--- src/rtl/uart_reg_pkg.sv ---
// Shared definitions for the UART register bank: header layout, control-word
// bit positions, FSM state encodings and the 8N1 frame builder.
package uart_reg_pkg;

  localparam int RW_BIT         = 7;
  localparam int ADDR_MSB       = 6;
  localparam int CTRL_ADDR      = 0;
  localparam int CTRL_EN_BIT    = 0;
  localparam int CTRL_START_BIT = 1;

  typedef enum logic [1:0] {
    ST_IDLE    = 2'd0,
    ST_WR_DATA = 2'd1,
    ST_TX_BYTE = 2'd2,
    ST_TX_GAP  = 2'd3
  } state_t;

  typedef enum logic [1:0] {
    RX_IDLE  = 2'd0,
    RX_START = 2'd1,
    RX_DATA  = 2'd2,
    RX_STOP  = 2'd3
  } rx_state_t;

  // Bit 0 is sent first: start bit, data LSB first, stop bit.
  function automatic logic [9:0] uart_frame(input logic [7:0] data);
    return {1'b1, data, 1'b0};
  endfunction

endpackage

--- src/rtl/uart_rx_byte.sv ---
// 8N1 UART byte receiver: synchronises rx_in, validates the start bit at
// mid-bit, samples data LSB first and flags a low stop bit as a frame error.
module uart_rx_byte
  import uart_reg_pkg::*;
#(
  parameter int CLKS_PER_BIT = 142
) (
  input  logic       clk_in,
  input  logic       rst_in,
  input  logic       rx_in,
  output logic [7:0] byte_out,
  output logic       valid_out,
  output logic       frame_err_out
);

  localparam int CNT_W = $clog2(CLKS_PER_BIT);
  localparam int HALF  = CLKS_PER_BIT / 2;

  logic            rx_meta_r;
  logic            rx_sync_r;
  logic            rx_prev_r;
  rx_state_t       state_r;
  logic [CNT_W-1:0] cnt_r;
  logic [2:0]      bit_r;
  logic [7:0]      shift_r;

  // Receiver state machine; only a falling edge (not a held-low line) starts a frame.
  always_ff @(posedge clk_in) begin
    if (rst_in) begin
      rx_meta_r     <= 1'b1;
      rx_sync_r     <= 1'b1;
      rx_prev_r     <= 1'b1;
      state_r       <= RX_IDLE;
      cnt_r         <= '0;
      bit_r         <= 3'd0;
      shift_r       <= 8'h00;
      byte_out      <= 8'h00;
      valid_out     <= 1'b0;
      frame_err_out <= 1'b0;
    end else begin
      rx_meta_r     <= rx_in;
      rx_sync_r     <= rx_meta_r;
      rx_prev_r     <= rx_sync_r;
      valid_out     <= 1'b0;
      frame_err_out <= 1'b0;
      case (state_r)
        RX_IDLE: begin
          cnt_r <= '0;
          if (rx_prev_r && !rx_sync_r) begin
            state_r <= RX_START;
          end
        end
        RX_START: begin
          if (cnt_r == CNT_W'(HALF - 1)) begin
            cnt_r   <= '0;
            bit_r   <= 3'd0;
            state_r <= rx_sync_r ? RX_IDLE : RX_DATA;
          end else begin
            cnt_r <= cnt_r + CNT_W'(1);
          end
        end
        RX_DATA: begin
          if (cnt_r == CNT_W'(CLKS_PER_BIT - 1)) begin
            cnt_r   <= '0;
            shift_r <= {rx_sync_r, shift_r[7:1]};
            if (bit_r == 3'd7) begin
              state_r <= RX_STOP;
            end else begin
              bit_r <= bit_r + 3'd1;
            end
          end else begin
            cnt_r <= cnt_r + CNT_W'(1);
          end
        end
        RX_STOP: begin
          if (cnt_r == CNT_W'(CLKS_PER_BIT - 1)) begin
            cnt_r   <= '0;
            state_r <= RX_IDLE;
            if (rx_sync_r) begin
              valid_out <= 1'b1;
              byte_out  <= shift_r;
            end else begin
              frame_err_out <= 1'b1;
            end
          end else begin
            cnt_r <= cnt_r + CNT_W'(1);
          end
        end
        default: state_r <= RX_IDLE;
      endcase
    end
  end

endmodule

--- src/rtl/uart_reg_bank_rw.sv ---
// UART-driven register bank: header byte selects read or write of one register;
// writes land atomically with a strobe, reads stream a header-time snapshot on tx_out.
module uart_reg_bank_rw
  import uart_reg_pkg::*;
#(
  parameter int  CLKS_PER_BIT = 142,
  parameter int  NUM_REGS     = 8,
  parameter int  REG_BYTES    = 2,
  parameter int  TIMEOUT_BITS = 20,
  localparam int REG_W        = 8 * REG_BYTES,
  localparam int ADDR_W       = $clog2(NUM_REGS)
) (
  input  logic                      clk_in,
  input  logic                      rst_in,
  input  logic                      rx_in,
  output logic                      tx_out,
  input  logic                      code_phase_done_in,
  output logic [NUM_REGS*REG_W-1:0] regs_out,
  output logic                      wr_strobe_out,
  output logic [ADDR_W-1:0]         wr_addr_out,
  output logic                      busy_out,
  output logic [7:0]                err_cnt_out
);

  localparam int GAP_LIMIT = TIMEOUT_BITS * CLKS_PER_BIT;
  localparam int GAP_W     = $clog2(GAP_LIMIT + 1);
  localparam int CNT_W     = $clog2(CLKS_PER_BIT);
  localparam int BIDX_W    = (REG_BYTES > 1) ? $clog2(REG_BYTES) : 1;

  logic [7:0]        rx_byte_s;
  logic              rx_valid_s;
  logic              rx_ferr_s;
  state_t            state_r;
  logic [REG_W-1:0]  regs_r [NUM_REGS];
  logic [REG_W-1:0]  shadow_r;
  logic [REG_W-1:0]  snap_r;
  logic [REG_W-1:0]  next_shadow_s;
  logic [REG_W-1:0]  rd_val_s;
  logic [ADDR_MSB:0] addr_r;
  logic [BIDX_W-1:0] byte_idx_r;
  logic [GAP_W-1:0]  gap_cnt_r;
  logic [CNT_W-1:0]  tx_cnt_r;
  logic [3:0]        tx_bit_r;
  logic [9:0]        tx_frame_r;
  logic              tx_r;
  logic              strobe_r;
  logic [ADDR_W-1:0] wr_addr_r;
  logic [7:0]        err_cnt_r;
  logic              hdr_ok_s;
  logic              addr_ok_s;
  logic              timeout_s;
  logic              err_inc_s;

  uart_rx_byte #(.CLKS_PER_BIT(CLKS_PER_BIT)) u_rx (
    .clk_in        (clk_in),
    .rst_in        (rst_in),
    .rx_in         (rx_in),
    .byte_out      (rx_byte_s),
    .valid_out     (rx_valid_s),
    .frame_err_out (rx_ferr_s)
  );

  assign next_shadow_s = REG_W'({shadow_r, rx_byte_s});
  assign hdr_ok_s      = ({1'b0, rx_byte_s[ADDR_MSB:0]} < 8'(NUM_REGS));
  assign addr_ok_s     = ({1'b0, addr_r} < 8'(NUM_REGS));
  assign timeout_s     = (gap_cnt_r == GAP_W'(GAP_LIMIT));

  // Read data for a header arriving this cycle; out-of-range reads return zero.
  always_comb begin
    rd_val_s = '0;
    if (hdr_ok_s) begin
      rd_val_s = regs_r[rx_byte_s[ADDR_W-1:0]];
    end else begin
      rd_val_s = '0;
    end
  end

  // Frame errors count in every state; timeouts only while collecting write data.
  always_comb begin
    err_inc_s = 1'b0;
    if (rx_ferr_s) begin
      err_inc_s = 1'b1;
    end else if (state_r == ST_WR_DATA && !rx_valid_s && timeout_s) begin
      err_inc_s = 1'b1;
    end else begin
      err_inc_s = 1'b0;
    end
  end

  // Command FSM, register file, TX shifter and error counter.
  always_ff @(posedge clk_in) begin
    if (rst_in) begin
      state_r    <= ST_IDLE;
      for (int k = 0; k < NUM_REGS; k++) regs_r[k] <= '0;
      shadow_r   <= '0;
      snap_r     <= '0;
      addr_r     <= '0;
      byte_idx_r <= '0;
      gap_cnt_r  <= '0;
      tx_cnt_r   <= '0;
      tx_bit_r   <= 4'd0;
      tx_frame_r <= 10'h3FF;
      tx_r       <= 1'b1;
      strobe_r   <= 1'b0;
      wr_addr_r  <= '0;
      err_cnt_r  <= 8'h00;
    end else begin
      strobe_r <= 1'b0;
      if (err_inc_s && err_cnt_r != 8'hFF) begin
        err_cnt_r <= err_cnt_r + 8'd1;
      end
      // A write to reg0 later in this block overrides the clear.
      if (code_phase_done_in) begin
        regs_r[CTRL_ADDR][CTRL_START_BIT] <= 1'b0;
      end
      case (state_r)
        ST_IDLE: begin
          if (rx_valid_s) begin
            addr_r     <= rx_byte_s[ADDR_MSB:0];
            byte_idx_r <= '0;
            gap_cnt_r  <= '0;
            if (rx_byte_s[RW_BIT]) begin
              tx_frame_r <= uart_frame(rd_val_s[REG_W-1 -: 8]);
              snap_r     <= rd_val_s << 4'd8;
              tx_r       <= 1'b0;
              tx_cnt_r   <= '0;
              tx_bit_r   <= 4'd0;
              state_r    <= ST_TX_BYTE;
            end else begin
              state_r <= ST_WR_DATA;
            end
          end
        end
        ST_WR_DATA: begin
          if (rx_ferr_s) begin
            state_r <= ST_IDLE;
          end else if (rx_valid_s) begin
            shadow_r  <= next_shadow_s;
            gap_cnt_r <= '0;
            if (byte_idx_r == BIDX_W'(REG_BYTES - 1)) begin
              if (addr_ok_s) begin
                regs_r[addr_r[ADDR_W-1:0]] <= next_shadow_s;
                strobe_r                   <= 1'b1;
                wr_addr_r                  <= addr_r[ADDR_W-1:0];
              end
              state_r <= ST_IDLE;
            end else begin
              byte_idx_r <= byte_idx_r + BIDX_W'(1);
            end
          end else if (timeout_s) begin
            state_r <= ST_IDLE;
          end else begin
            gap_cnt_r <= gap_cnt_r + GAP_W'(1);
          end
        end
        ST_TX_BYTE: begin
          if (tx_cnt_r == CNT_W'(CLKS_PER_BIT - 1)) begin
            tx_cnt_r <= '0;
            if (tx_bit_r == 4'd9) begin
              state_r <= ST_TX_GAP;
            end else begin
              tx_bit_r <= tx_bit_r + 4'd1;
              tx_r     <= tx_frame_r[tx_bit_r + 4'd1];
            end
          end else begin
            tx_cnt_r <= tx_cnt_r + CNT_W'(1);
          end
        end
        ST_TX_GAP: begin
          if (tx_cnt_r == CNT_W'(CLKS_PER_BIT - 1)) begin
            tx_cnt_r <= '0;
            if (byte_idx_r == BIDX_W'(REG_BYTES - 1)) begin
              state_r <= ST_IDLE;
            end else begin
              byte_idx_r <= byte_idx_r + BIDX_W'(1);
              tx_frame_r <= uart_frame(snap_r[REG_W-1 -: 8]);
              snap_r     <= snap_r << 4'd8;
              tx_bit_r   <= 4'd0;
              tx_r       <= 1'b0;
              state_r    <= ST_TX_BYTE;
            end
          end else begin
            tx_cnt_r <= tx_cnt_r + CNT_W'(1);
          end
        end
        default: state_r <= ST_IDLE;
      endcase
    end
  end

  for (genvar k = 0; k < NUM_REGS; k++) begin : g_regs_out
    assign regs_out[k*REG_W +: REG_W] = regs_r[k];
  end

  assign tx_out        = tx_r;
  assign wr_strobe_out = strobe_r;
  assign wr_addr_out   = wr_addr_r;
  assign busy_out      = (state_r != ST_IDLE);
  assign err_cnt_out   = err_cnt_r;

endmodule

--- config.mk ---
export PLATFORM = sky130hd
export DESIGN_NAME = uart_reg_bank_rw
export DESIGN_NICKNAME = d
export VERILOG_FILES = /design/src/rtl/uart_reg_pkg.sv /design/src/rtl/uart_rx_byte.sv /design/src/rtl/uart_reg_bank_rw.sv
export SDC_FILE = /design/constraint.sdc
export NUM_CORES = 1
export LEC_CHECK = 0
export CAP_MARGIN = 40
export CORE_ASPECT_RATIO = 2
export CORE_UTILIZATION = 35
export DETAILED_ROUTE_END_ITERATION = 10
export GPL_TIMING_DRIVEN = 0
export PLACE_DENSITY = 0.54
export SYNTH_ARGS = -nofsm -noshare
export SYNTH_HDL_FRONTEND = slang
export SYNTH_HIERARCHICAL = 1
export SYNTH_SLANG_ARGS = --single-unit
--- constraint.sdc ---
create_clock -name clk_in -period 4.5 [get_ports clk_in]
set_input_delay 0.9 -clock clk_in [delete_from_list [all_inputs] [get_ports clk_in]]
set_output_delay 0.9 -clock clk_in [all_outputs]
set_load 0.005 [all_outputs]
After elaboration in Yosys (flattened, before gate mapping)
Memories as Yosys holds them, arrays and structs flattened. A register that Yosys moved wholly into a read port is not among the register bits.
Cells that the tools add are included.
W data, S select, Z words.

storage, ports and cells
  memories kept = 1
  register bits = 115
  word-level logic and storage cells = 190
  input port bits = 4
  output and inout bits = 142
  memory bits (writable) = 128

memories
  memory  depth  width  rd ports  clocked after memory_dff  write ports  line                    source
  regs_r  8      16     9         1                         8            uart_reg_bank_rw.sv:34  logic [REG_W-1:0] regs_r [NUM_REGS];

cells by class
  $add $sub $neg = 7
  bitwise operators = 4
  order comparisons = 3
  eq/ne operators = 31
  multiplexer cells = 89
  reductions and logical operators = 32

operator list
  operator                 number
  $mux W16                 6
  $mux W12                 4
  $mux W10                 4
  $mux W8                  5
  $mux W2                  16
  $pmux W16 S2             1
  $mux W1                  30
  $add A8 B1 Y8 const B    3
  $mux W4                  6
  $pmux W12 S2             1
  $pmux W8 S3              1
  $pmux W10 S2             1
  $reduce_and A5 Y1        4
  $mux W3                  6
  $eq A8 B8 Y1 const B     2
  $ne A2 B1 Y1 const B     8
  $pmux W2 S4              2
  $pmux W8 S2              1
  $reduce_or A16 Y1        1
  $lt A7 B4 Y1 const B     2
  $ne A2 B2 Y1 const B     7
  $add A12 B1 Y12 const B  1
  $eq A12 B12 Y1 const B   1
  $pmux W4 S3              1
  30 further kinds         52

Logic depth before layout (Yosys ltp)
  word-level depth = 10
  gate-level depth with buffers = 9

Cells and area by module
Netlist, hierarchy kept.

modules (own cells, without submodules)
  module            times used  area each (sq um)  cells each  seq. area each (sq um)
  uart_reg_bank_rw  1           9226.3             761         5285.1
  uart_rx_byte      1           1452.6             142         680.7

Worst setup path before layout
OpenSTA, ideal clock, no wires.

  path type = register to register
  start point = register u_rx.valid_out
  end point = memory regs_r[3][0] (netlist name), enable pin
  path slack = 1.420 ns
  cell stages (with the launch flop) = 7
  data required time = 4.089 ns
  data arrival time = 2.668 ns
  clock period less this slack = 3.080 ns
  cell sequence = dfxtp_1 -> nor4bb_1 -> buf_4 -> nand3_4 -> or3b_1 -> buf_6 -> o21ai_0

RTL lines
  what                    line                    source
  start, declared         uart_rx_byte.sv:12      output logic valid_out,
  start signal, assigned  uart_rx_byte.sv:38      valid_out <= 1'b0;
  start signal, assigned  uart_rx_byte.sv:44      valid_out <= 1'b0;
  start signal, assigned  uart_rx_byte.sv:80      valid_out <= 1'b1;
  end, declared           uart_reg_bank_rw.sv:34

==> metrics.md <==
| Metric | Value |
|---|---|
| Largest net degree at the start of global routing | 17 |
| Vias | 7792 |
| Arrival @ worst endpoint | 2470 ps |
| Hold buffer count at CTS | 0 |
| Final setup fails | 0 |
| Static Leak | 4.71 nW |
| Cell variety after synth | 78 |
| Final Instance Area | 0.0136 sq mm |
| DRC Markers | 5 |
| I/O Buffers | 145 |
| Most frequent cell after synthesis | and2_1 |
| Sequential fraction of the synthesis area | 0.559 |
| Initial antenna violation count | 0 |
| Root buffer cell | clkbuf_16 |
| Place WS | 981 ps |
| Synth Instances | ~900 |
| Number of global-route vias before repair | 8286 |
| Clock Sinks | 234 |
| Post_cts resized | 0 |
| #FFs+latches synth | 234 |
| Ys flop type | edfxtp_1 |
| Post-synth EDFFs | 128 |
| Inserted Diodes | 0 |
| Worst Tran Pin Value | 881 ps |
| Post-DRT Antenna Nets | 0 |
| Post-synth top cells | and2_1 (130), edfxtp_1 (128), dfxtp_1 (106) |
| Fmax | 0.297 GHz |
| Vias per inst | 5.31 |
| Simple-Gate Fraction of Synth Area | 0.198 |
| Syn Area/Cell | around 12 sq um |
| Placed wire-length estimate | 25300 microns |
| Number of iterations in the first detailed-routing pass | 8 |
| Io pins | 146 |
| Slew margin rel. | 0.412 |
| Total gr overflow | 0 |
| Synth Cell Area | 0.0107 sq mm |
| Die Y | 249 microns |
| IR Drop Worst-Case VDD | 0.278 mV |
| Slew Viols, Final | 0 |
| Starting Density | 0.355 |
| Site Rows | 90 |
| Worst setup margin | 1130 ps |
| GRT busiest layer | met2 |
| Power, Total | roughly 4.7 mW |
| Post-CTS setup buffers | 0 |
| Clock tree buffer depth | 3 |
| Largest stage delay, worst path | 490 ps |
| Compound-Gate Fraction of Synth Area | 0.0730 |
| Largest family of logic cells by synthesized area | simple AND/OR/NAND/NOR gates |
| Critical-path top delay cell | clkdlybuf4s50_1 |
| Avg WL per Cell | 22.9 microns |
| Die W | 126 microns |
| Syn_nets | 919 |
| Layout cells sized above 1 | 0.121 |
| Worst Setup End Kind | output pin |
| Proportion of synthesized area in mux cells | 0.105 |
| Most used cell along the critical path | clkbuf_1 |
| Crit Path Category | reg2out |
| Worst Skew | between 20 and 25 ps |
| CTS buffer count | 24 |
| TritonCTS clock tree | built |
| Met1 Track Usage GR | 0.221 |
| PD cells | 346 mW/mm^2 |
| Wire length of the first global-routing pass | 50700 microns |
| Min cycle time layout | 3370 ps |
| Clock slew at reported path FFs | 70 ps |
| Met3 usage | 0.0172 |
| HP Class | reg2reg |
| Max_cap viols | 0 |
| Placeable Area | 0.0301 sq mm |
| Routability cong. | 0.869 |
| Buffers and inverters on the worst path | 3 |
| Crit-path leading delay family | buffers and inverters |
| Clock H-tree levels | 1 |
| Outcome | finished with violations |
| RSZ-0062 raised after global routing | false |
| Syn-to-layout area delta | 27.1% |
| GRT met2 Usage | 0.445 |
| Critical Path RT | 3600 ps |
| Final #Nets | 1097 |
| Synth Area in XOR/XNOR | 0.0213 |
| Yosys top cell area share | 0.360 |
| Iter 0 DRT Violations | between 400 and 500 |
| GRT Overall Usage | 0.219 |
| Hold Fails Final Rpt | 0 |
| Failing checks | DRC |
| Die area | 0.0313 sq mm |
| Cell Area, Placed | around 0.013 sq mm |
| Synth warn | 6 |
| Synth area leaders | edfxtp_1 (36%), dfxtp_1 (20%), and2_1 (7.6%), mux2i_1 (5.0%), mux4_2 (3.8%) |
| CP Max Fanout | 10 |
| Critical path cell sequence | clkbuf_1 -> clkbuf_1 -> or2_2 -> clkdlybuf4s50_1 |
| Largest area contributor in the netlist | edfxtp_1 |
| Worst skew pair latency | 540 ps |
| Post-Synth Adder-Cell Area | 0.0141 |
| Ys async rst share | 0 |
| Hold WS | 408 ps |
| Critical Path Start Type | register |
| Routed WL | ~34000 microns |
| Final period util | 0.749 |
[layout by cell type (no fill, tap or decap), types with 5 or more instances in the layout]
cell type / instances
ha_1: 12
nor4_1: 11
o22a_1: 7
clkdlybuf4s50_1: 145
clkbuf_1: 34
buf_2: 8
nor3_1: 9
a21oi_1: 21
nand2_1: 44
o21ai_0: 6
mux2i_1: 53
o31ai_1: 10
or3_1: 6
nor2_1: 69
xnor2_1: 12
clkbuf_16: 26
buf_1: 5
a22o_1: 8
and2_1: 130
clkinv_2: 6
dfxtp_1: 106
o2bb2ai_1: 8
nand3_1: 24
buf_8: 5
o22ai_1: 8
mux4_2: 18
xor2_1: 14
nand4_1: 9
mux2_2: 16
or2_2: 11
inv_1: 19
nor2b_1: 5
edfxtp_1: 128
o21ai_2: 7
[report_power, final]
group	switching (mW)	internal (mW)	total, mW
logic	0.108	0.109	0.217
registers	0.0404	2.29	2.33
clock network	0.891	1.26	2.15
total	1.04	3.66	4.70
[flip-flops by register name, summed over array words and instances (netlist names), 2 cells and up, named ones only]
name and flops:
addr_r 7, err_cnt_out 8, gap_cnt_r 12, regs_r 128, shadow_r 8, snap_r 8, state_r 2, tx_bit_r 4
tx_cnt_r 8, tx_frame_r 9, u_rx/bit_r 3, u_rx/byte_out 8, u_rx/cnt_r 8, u_rx/shift_r 8, wr_addr_out 3
[area by class of cell]
| cell class | instances | area, sq um |
|---|---|---|
| clock buffers | 29 | 682 |
| inverters | 19 | 71.3 |
| multi-input cells | 598 | 4420 |
| fillers | 2804 | 16500 |
| plain buffers | 52 | 249 |
| clock inverters | 15 | 165 |
| flip-flops and latches | 234 | 5970 |
| well taps | 368 | 460 |
| repair buffers | 152 | 1570 |
[final timing paths]
| check | from | to | slack, ps | depth (start not counted) |
|---|---|---|---|---|
| hold / removal | u_rx/rx_meta_r | u_rx/rx_sync_r | 410 | 1 |
| setup / recovery | state_r[0] | busy_out | 1130 | 4 |
| hold reg to reg | u_rx/rx_meta_r | u_rx/rx_sync_r | 410 | 1 |
| setup reg to reg | u_rx/valid_out | regs_r[0][7] | 1460 | 7 |
[kinds of logic after synthesis]
group | count (synthesis)
AO/OA/AOI/OAI | 109
XOR/XNOR | 26
adder cells (fa/ha/maj) | 12
buffers and inverters | 71
flip-flops | 234
multiplexers | 87
AND/OR/NAND/NOR | 364
[per-stage QoR]
stage	setup TNS, ps	utilization	std cells
after global routing	0	0.451	1467
after global placement	-45650	0.419	1416
after CTS	0	0.451	1467
after floorplan	0	-	903
final	0	0.451	1467
after detailed placement	0	0.423	1423
[per-layer routing]
| layer | wire (microns) | up-vias |
|---|---|---|
| li1 | - | 3631 |
| met1 | 11900 | 3907 |
| met2 | 19500 | 181 |
| met3 | 1010 | 73 |
| met4 | 1240 | 0 |
| met5 | 0 | - |
Note: power is estimated with default switching activity, not from simulation.
